**src/rtl/elevator_scan_ctrl.sv**
```systemverilog
// N-floor collective (SCAN) elevator controller: latches cabin and hall calls, keeps its
// travel direction while calls lie ahead, and drives motor, floor display and door.
module elevator_scan_ctrl #(
  parameter int FLOORS      = 4,
  parameter int DOOR_CYCLES = 4,
  parameter int FW          = $clog2(FLOORS)
) (
  input  logic              clk,
  input  logic              rst,
  input  logic [FLOORS-1:0] sensor,
  input  logic [FLOORS-1:0] car_req,
  input  logic [FLOORS-1:0] hall_up,
  input  logic [FLOORS-1:0] hall_dn,
  output logic [1:0]        ac,
  output logic [FW-1:0]     display,
  output logic              doorOpen,
  output logic [FLOORS-1:0] pending
);
  localparam int TW = (DOOR_CYCLES > 1) ? $clog2(DOOR_CYCLES) : 1;
  localparam logic [FW-1:0]     TOP    = FW'(FLOORS - 1);
  localparam logic [FW-1:0]     BOT    = {FW{1'b0}};
  localparam logic [TW-1:0]     DWELL  = TW'(DOOR_CYCLES - 1);
  localparam logic              DIR_UP = 1'b1;
  localparam logic              DIR_DN = 1'b0;
  localparam logic [FLOORS-1:0] UP_OK  = {1'b0, {(FLOORS-1){1'b1}}};
  localparam logic [FLOORS-1:0] DN_OK  = {{(FLOORS-1){1'b1}}, 1'b0};

  typedef enum logic [1:0] {IDLE = 2'd0, MOVE_UP = 2'd1, MOVE_DN = 2'd2, DOOR = 2'd3} state_t;

  state_t            state_q, state_d, dep_state_s;
  logic [FW-1:0]     floor_q, floor_d;
  logic              dir_q, dir_d;
  logic [TW-1:0]     timer_q, timer_d;
  logic [FLOORS-1:0] car_q, car_d, up_q, up_d, dn_q, dn_d;

  logic [FLOORS-1:0] hall_up_s, hall_dn_s, all_s, cand_up_s, cand_dn_s;
  logic [FLOORS-1:0] clr_car_s, clr_up_s, clr_dn_s, sup_car_s, sup_up_s, sup_dn_s;
  logic [FW-1:0]     j_lo_s, j_hi_s, j_sel_s;
  logic              dir_eff_s, up_ahead_s, dn_ahead_s, fwd_s, rev_s, dep_dir_s;
  logic              mv_up_s, j_hit_s, beyond_s, stop_s, no_calls_s, restart_s;

  function automatic logic [FLOORS-1:0] above_mask(input logic [FW-1:0] f);
    logic [FLOORS-1:0] m;
    for (int k = 0; k < FLOORS; k++) m[k] = (k > int'(f));
    return m;
  endfunction

  function automatic logic [FLOORS-1:0] below_mask(input logic [FW-1:0] f);
    logic [FLOORS-1:0] m;
    for (int k = 0; k < FLOORS; k++) m[k] = (k < int'(f));
    return m;
  endfunction

  assign hall_up_s  = hall_up & UP_OK;
  assign hall_dn_s  = hall_dn & DN_OK;
  assign all_s      = car_q | up_q | dn_q;
  assign up_ahead_s = |(all_s & above_mask(floor_q));
  assign dn_ahead_s = |(all_s & below_mask(floor_q));
  assign no_calls_s = ~|all_s;

  // Arrival floor: nearest sensor ahead of the car, and whether the car must stop there.
  always_comb begin
    cand_up_s = sensor & above_mask(floor_q);
    cand_dn_s = sensor & below_mask(floor_q);
    j_lo_s    = floor_q;
    j_hi_s    = floor_q;
    for (int k = FLOORS - 1; k >= 0; k--) j_lo_s = cand_up_s[k] ? FW'(k) : j_lo_s;
    for (int k = 0; k < FLOORS; k++)      j_hi_s = cand_dn_s[k] ? FW'(k) : j_hi_s;
    mv_up_s  = (state_q == MOVE_UP);
    j_sel_s  = mv_up_s ? j_lo_s : j_hi_s;
    j_hit_s  = mv_up_s ? (|cand_up_s) : ((state_q == MOVE_DN) && (|cand_dn_s));
    beyond_s = mv_up_s ? (|(all_s & above_mask(j_sel_s))) : (|(all_s & below_mask(j_sel_s)));
    stop_s   = car_q[j_sel_s] | (mv_up_s ? up_q[j_sel_s] : dn_q[j_sel_s])
             | (~beyond_s & (mv_up_s ? dn_q[j_sel_s] : up_q[j_sel_s]));
  end

  // Next state: FSM transitions, served-call clears and door-time call absorption.
  always_comb begin
    state_d   = state_q;
    floor_d   = floor_q;
    dir_d     = dir_q;
    timer_d   = timer_q;
    clr_car_s = {FLOORS{1'b0}};
    clr_up_s  = {FLOORS{1'b0}};
    clr_dn_s  = {FLOORS{1'b0}};
    sup_car_s = {FLOORS{1'b0}};
    sup_up_s  = {FLOORS{1'b0}};
    sup_dn_s  = {FLOORS{1'b0}};
    restart_s = 1'b0;
    if (floor_q == TOP)      dir_eff_s = DIR_DN;
    else if (floor_q == BOT) dir_eff_s = DIR_UP;
    else                     dir_eff_s = dir_q;
    fwd_s     = dir_eff_s ? up_ahead_s : dn_ahead_s;
    rev_s     = dir_eff_s ? dn_ahead_s : up_ahead_s;
    dep_dir_s = (fwd_s || !rev_s) ? dir_eff_s : ~dir_eff_s;
    if (!(fwd_s || rev_s)) dep_state_s = IDLE;
    else if (dep_dir_s)    dep_state_s = MOVE_UP;
    else                   dep_state_s = MOVE_DN;
    case (state_q)
      IDLE: begin
        if (all_s[floor_q]) begin
          state_d              = DOOR;
          timer_d              = DWELL;
          clr_car_s[floor_q]   = 1'b1;
          clr_up_s[floor_q]    = 1'b1;
          clr_dn_s[floor_q]    = 1'b1;
        end else begin
          state_d = dep_state_s;
          dir_d   = dep_dir_s;
        end
      end
      MOVE_UP, MOVE_DN: begin
        if (j_hit_s) begin
          floor_d = j_sel_s;
          if (stop_s) begin
            state_d            = DOOR;
            timer_d            = DWELL;
            clr_car_s[j_sel_s] = 1'b1;
            clr_up_s[j_sel_s]  = mv_up_s | ~beyond_s;
            clr_dn_s[j_sel_s]  = ~mv_up_s | ~beyond_s;
          end else if (!beyond_s) begin
            state_d = IDLE;
          end else begin
            state_d = state_q;
          end
        end else begin
          state_d = state_q;
        end
      end
      DOOR: begin
        sup_car_s[floor_q] = 1'b1;
        sup_up_s[floor_q]  = dir_eff_s | no_calls_s;
        sup_dn_s[floor_q]  = ~dir_eff_s | no_calls_s;
        restart_s = |((car_req & sup_car_s) | (hall_up_s & sup_up_s) | (hall_dn_s & sup_dn_s));
        if (restart_s) begin
          timer_d = DWELL;
        end else if (timer_q == {TW{1'b0}}) begin
          state_d = dep_state_s;
          dir_d   = dep_dir_s;
        end else begin
          timer_d = timer_q - TW'(1);
        end
      end
      default: state_d = IDLE;
    endcase
    if (floor_d == TOP)      dir_d = DIR_DN;
    else if (floor_d == BOT) dir_d = DIR_UP;
    else                     dir_d = dir_d;
    car_d = (car_q | car_req)   & ~clr_car_s & ~sup_car_s;
    up_d  = (up_q  | hall_up_s) & ~clr_up_s  & ~sup_up_s;
    dn_d  = (dn_q  | hall_dn_s) & ~clr_dn_s  & ~sup_dn_s;
  end

  // State and call-latch registers.
  always_ff @(posedge clk) begin
    if (!rst) begin
      state_q <= IDLE;
      floor_q <= {FW{1'b0}};
      dir_q   <= DIR_UP;
      timer_q <= {TW{1'b0}};
      car_q   <= {FLOORS{1'b0}};
      up_q    <= {FLOORS{1'b0}};
      dn_q    <= {FLOORS{1'b0}};
    end else begin
      state_q <= state_d;
      floor_q <= floor_d;
      dir_q   <= dir_d;
      timer_q <= timer_d;
      car_q   <= car_d;
      up_q    <= up_d;
      dn_q    <= dn_d;
    end
  end

  // Outputs decoded from registered state.
  always_comb begin
    case (state_q)
      MOVE_UP: ac = 2'b01;
      MOVE_DN: ac = 2'b10;
      default: ac = 2'b00;
    endcase
    display  = floor_q;
    doorOpen = (state_q == DOOR);
    pending  = all_s;
  end
endmodule

```
**config.mk**
```make
export PLATFORM = sky130hd
export DESIGN_NAME = elevator_scan_ctrl
export DESIGN_NICKNAME = d
export VERILOG_FILES = /design/src/rtl/elevator_scan_ctrl.sv
export SDC_FILE = /design/constraint.sdc
export NUM_CORES = 1
export LEC_CHECK = 0
export ABC_AREA = 1
export CORE_MARGIN = 8
export CORE_UTILIZATION = 64
export CTS_CLUSTER_DIAMETER = 30
export DETAILED_ROUTE_END_ITERATION = 8
export DONT_BUFFER_PORTS = 1
export PLACE_DENSITY = 0.87
export SLEW_MARGIN = 25
export SYNTH_ARGS = -nofsm -noshare
export SYNTH_HDL_FRONTEND = slang
export SYNTH_SLANG_ARGS = --single-unit
```
**constraint.sdc**
```tcl
create_clock -name clk -period 2.8 [get_ports clk]
set_input_delay 0.28 -clock clk [delete_from_list [all_inputs] [get_ports clk]]
set_output_delay 0.28 -clock clk [all_outputs]
set_load 0.01 [all_outputs]
```
==> results.json <==
{
  "cp_cell_sequence": "ha_1 > inv_2 > nand2_1 > nor2_1 > or3_4 > nor2_4 > inv_2 > a21oi_2 > inv_1 > ha_1 > a211oi_1 > nand2_1 > nand2_1 > a21oi_1 > o31ai_1",
  "ctsHtreeMaxLevel": 1,
  "hpwl_um": 3855,
  "ys_seq_elements": 19,
  "cts_buffers": 3,
  "vias": 1926,
  "worst_slew_pin_slew_ns": 0.5423,
  "finalWorstPathRequiredPeriod_ns": 2.646,
  "cts_root_buf": "clkbuf_4",
  "max-cap-violations": 0,
  "die_area_um2": 4888,
  "grt_pass1_wl_um": 7790,
  "ant_nets": 0,
  "antenna_found_initial": 0,
  "fmax_ghz": 0.3779,
  "powerDensity_nw_per_um2": 819.6,
  "cts_hold_buffers": 0,
  "insertion_delay_ns": 0.31,
  "seq_area_frac_synth_pct": 20.44,
  "die_x_um": 69.92,
  "yosys_most_used_dff": "dfxtp_1",
  "power_frac_seq_pct": 22.4,
  "antenna_cells": 0,
  "clkSinkCount": 19,
  "grt_pass1_vias": 1670,
  "critPathArrivalTime_ns": 2.88,
  "synth-warning-count": 0,
  "ir_worst_vdd_mv": 0.6740,
  "fp-row-count": 19,
  "clkTransAtPathRegs_ns": 0.12,
  "async_reset_ff_share_pct": 0,
  "cp_top_family": "simple AND/OR/NAND/NOR gates",
  "power_leakage_nw": 1.002,
  "avgRoutedWirePerCell_um": 14.12,
  "hold_viol_final": 0,
  "critPathCaptureType": "register",
  "syn_inst": 305,
  "cts-resized-gates": 0,
  "portBuffers": 0,
  "ys_types": 33,
  "p_sw_uw": 870.0,
  "grt_max_degree": 16,
  "track_usage_pct": 18.65,
  "n_fill_cell": 269,
  "gp_congestion": 0.9414,
  "postRouteWirelength_um": 4801,
  "cts.path.max_buffers": 2,
  "drive_gt1_share_pct": 15.21,
  "rsz0062_at_grt": "no",
  "p_int_uw": 717.3,
  "areaGrowthSynthToFinish_pct": 4.102,
  "synth_top_area_cell": "dfxtp_1",
  "crit_fanout": 5,
  "cp-start-kind": "register",
  "p_sw_share_pct": 54.81,
  "synthTopCellsByCount": "nand2_1 (90), inv_1 (38), nor2_1 (32)",
  "synth.area.top_cells": "dfxtp_1 (20%), nand2_1 (18%), inv_1 (7.7%), ha_1 (6.7%), a21oi_1 (6.5%)",
  "syn-num-nets": 333,
  "path_buf_inv": 3,
  "synth-edff-count": 0,
  "relSlewSlack_pct": 63.71,
  "dr.first_iter.drc_count": 191,
  "grt_overflow": 0,
  "fp.dieH_um": 69.92,
  "initial_core_util_pct": 67.47,
  "post-place-ws_ns": 0.2195,
  "finalNetCount": 338,
  "synth_top_area_share_pct": 20.44,
  "setup_violations": 0,
  "placeableCoreArea_um2": 2758,
  "io_pins": 27,
  "clkPwrFrac_pct": 9.4,
  "viasPerCell": 5.665,
  "p_comb_share_pct": 68.2,
  "path_class": "register to register",
  "tns_ns": 0,
  "route.detailed.drc": 0,
  "setup_ws_ns": 0.1539,
  "crit_path_top_delay_cell": "dfxtp_1",
  "critPathMaxStageDelay_ns": 0.43,
  "yosysMostFrequentCell": "nand2_1",
  "firstDrtPassIters": 4,
  "finalCritPeriodShare_pct": 94.50,
  "cp.required_ns": 3.03,
  "syn-cell-area_um2": 1861,
  "cts_setup_buffers": 0,
  "cts_tree": "yes",
  "syn_area_per_cell_um2": 6.100,
  "status": "complete, no violations",
  "cpMostUsedCell": "nand2_1",
  "skew_ns": 0.002869,
  "drv_slew": 0,
  "holdCritPathClass": "primary input to register"
}
-- metal layers --
layer	track usage [%]	vias up	routed length, um
met4	6.027	0	91
met2	29.64	77	2178
met5	0	-	0
met1	23.73	844	2071
li1	-	993	-
met3	4.944	12	460
-- power by group through the flow --
stage	sequential, mW	clock (mW)	combinational, mW
final	0.356	0.149	1.08
after global routing	0.361	0.165	1.20
after CTS	0.357	0.150	1.07
after detailed placement	0.363	0	1.06
after global placement	0.362	0	1.05
after floorplan	0.356	0	0.871
-- flip-flops by register name, indices dropped and copies added, names as in the netlist --
register	cells
timer_q	2
state_q	2
car_q	4
up_q	4
dir_q	1
display	2
dn_q	4
-- final timing paths --
check | depth (start not counted) | end | slack [ns] | startpoint
max reg2reg | 15 | dir_q | 0.15 | state_q[0]
min reg2reg | 2 | dn_q[0] | 0.46 | dn_q[0]
min | 2 | timer_q[1] | 0.08 | rst
max | 15 | dir_q | 0.15 | state_q[0]
-- logic make-up after synthesis --
kind of cell,after synthesis,synth area share [%]
AOI/OAI and AO/OA,50,16.81
and+or+nand+nor,175,44.59
DFF,19,20.44
buffers and inverters,50,10.89
adders and majority gates,11,7.263
-- layout make-up --
| type | instances | area, um^2 | share of cell area, % |
|---|---|---|---|
| Inverter | 44 | 167.7 | 8.656 |
| Sequential cell | 19 | 380.4 | 19.64 |
| Timing Repair Buffer | 6 | 45.04 | 2.326 |
| Tap cell | 31 | 38.79 | 2.003 |
| Multi-Input combinational cell | 236 | 1277 | 65.96 |
| Clock inverter | 1 | 5.005 | 0.2584 |
| Clock buffer | 3 | 22.52 | 1.163 |
-- cell usage in the layout, fill, tap and decap left out, drive strengths merged --
| cell type | count |
|---|---|
| a211oi | 1 |
| a21oi | 27 |
| a22o | 1 |
| a22oi | 1 |
| buf | 6 |
| clkbuf | 3 |
| clkinv | 1 |
| dfxtp | 19 |
| ha | 10 |
| inv | 44 |
| maj3 | 1 |
| nand2 | 109 |
| nand3 | 23 |
| nand3b | 1 |
| nand4 | 5 |
| nor2 | 36 |
| o211ai | 7 |
| o21ai | 7 |
| o221ai | 5 |
| o31ai | 1 |
| or3 | 1 |
-- stage by stage --
stage / util (%) / instances / hold slack, ns / power [mW] / cell area, um^2
4_1_cts: 70.24 / 340 / 0.07684 / 1.574 / 1937
6_report: 70.24 / 340 / 0.08130 / 1.587 / 1937
2_1_floorplan: - / 305 / 0.4120 / 1.226 / 1861
5_1_grt: 70.24 / 340 / 0.06997 / 1.730 / 1937
3_5_place_dp: 69.24 / 336 / 0.4087 / 1.426 / 1909
3_3_place_gp: 69.24 / 336 / 0.4054 / 1.413 / 1909
No activity file was read; power rests on OpenSTA's default activity.
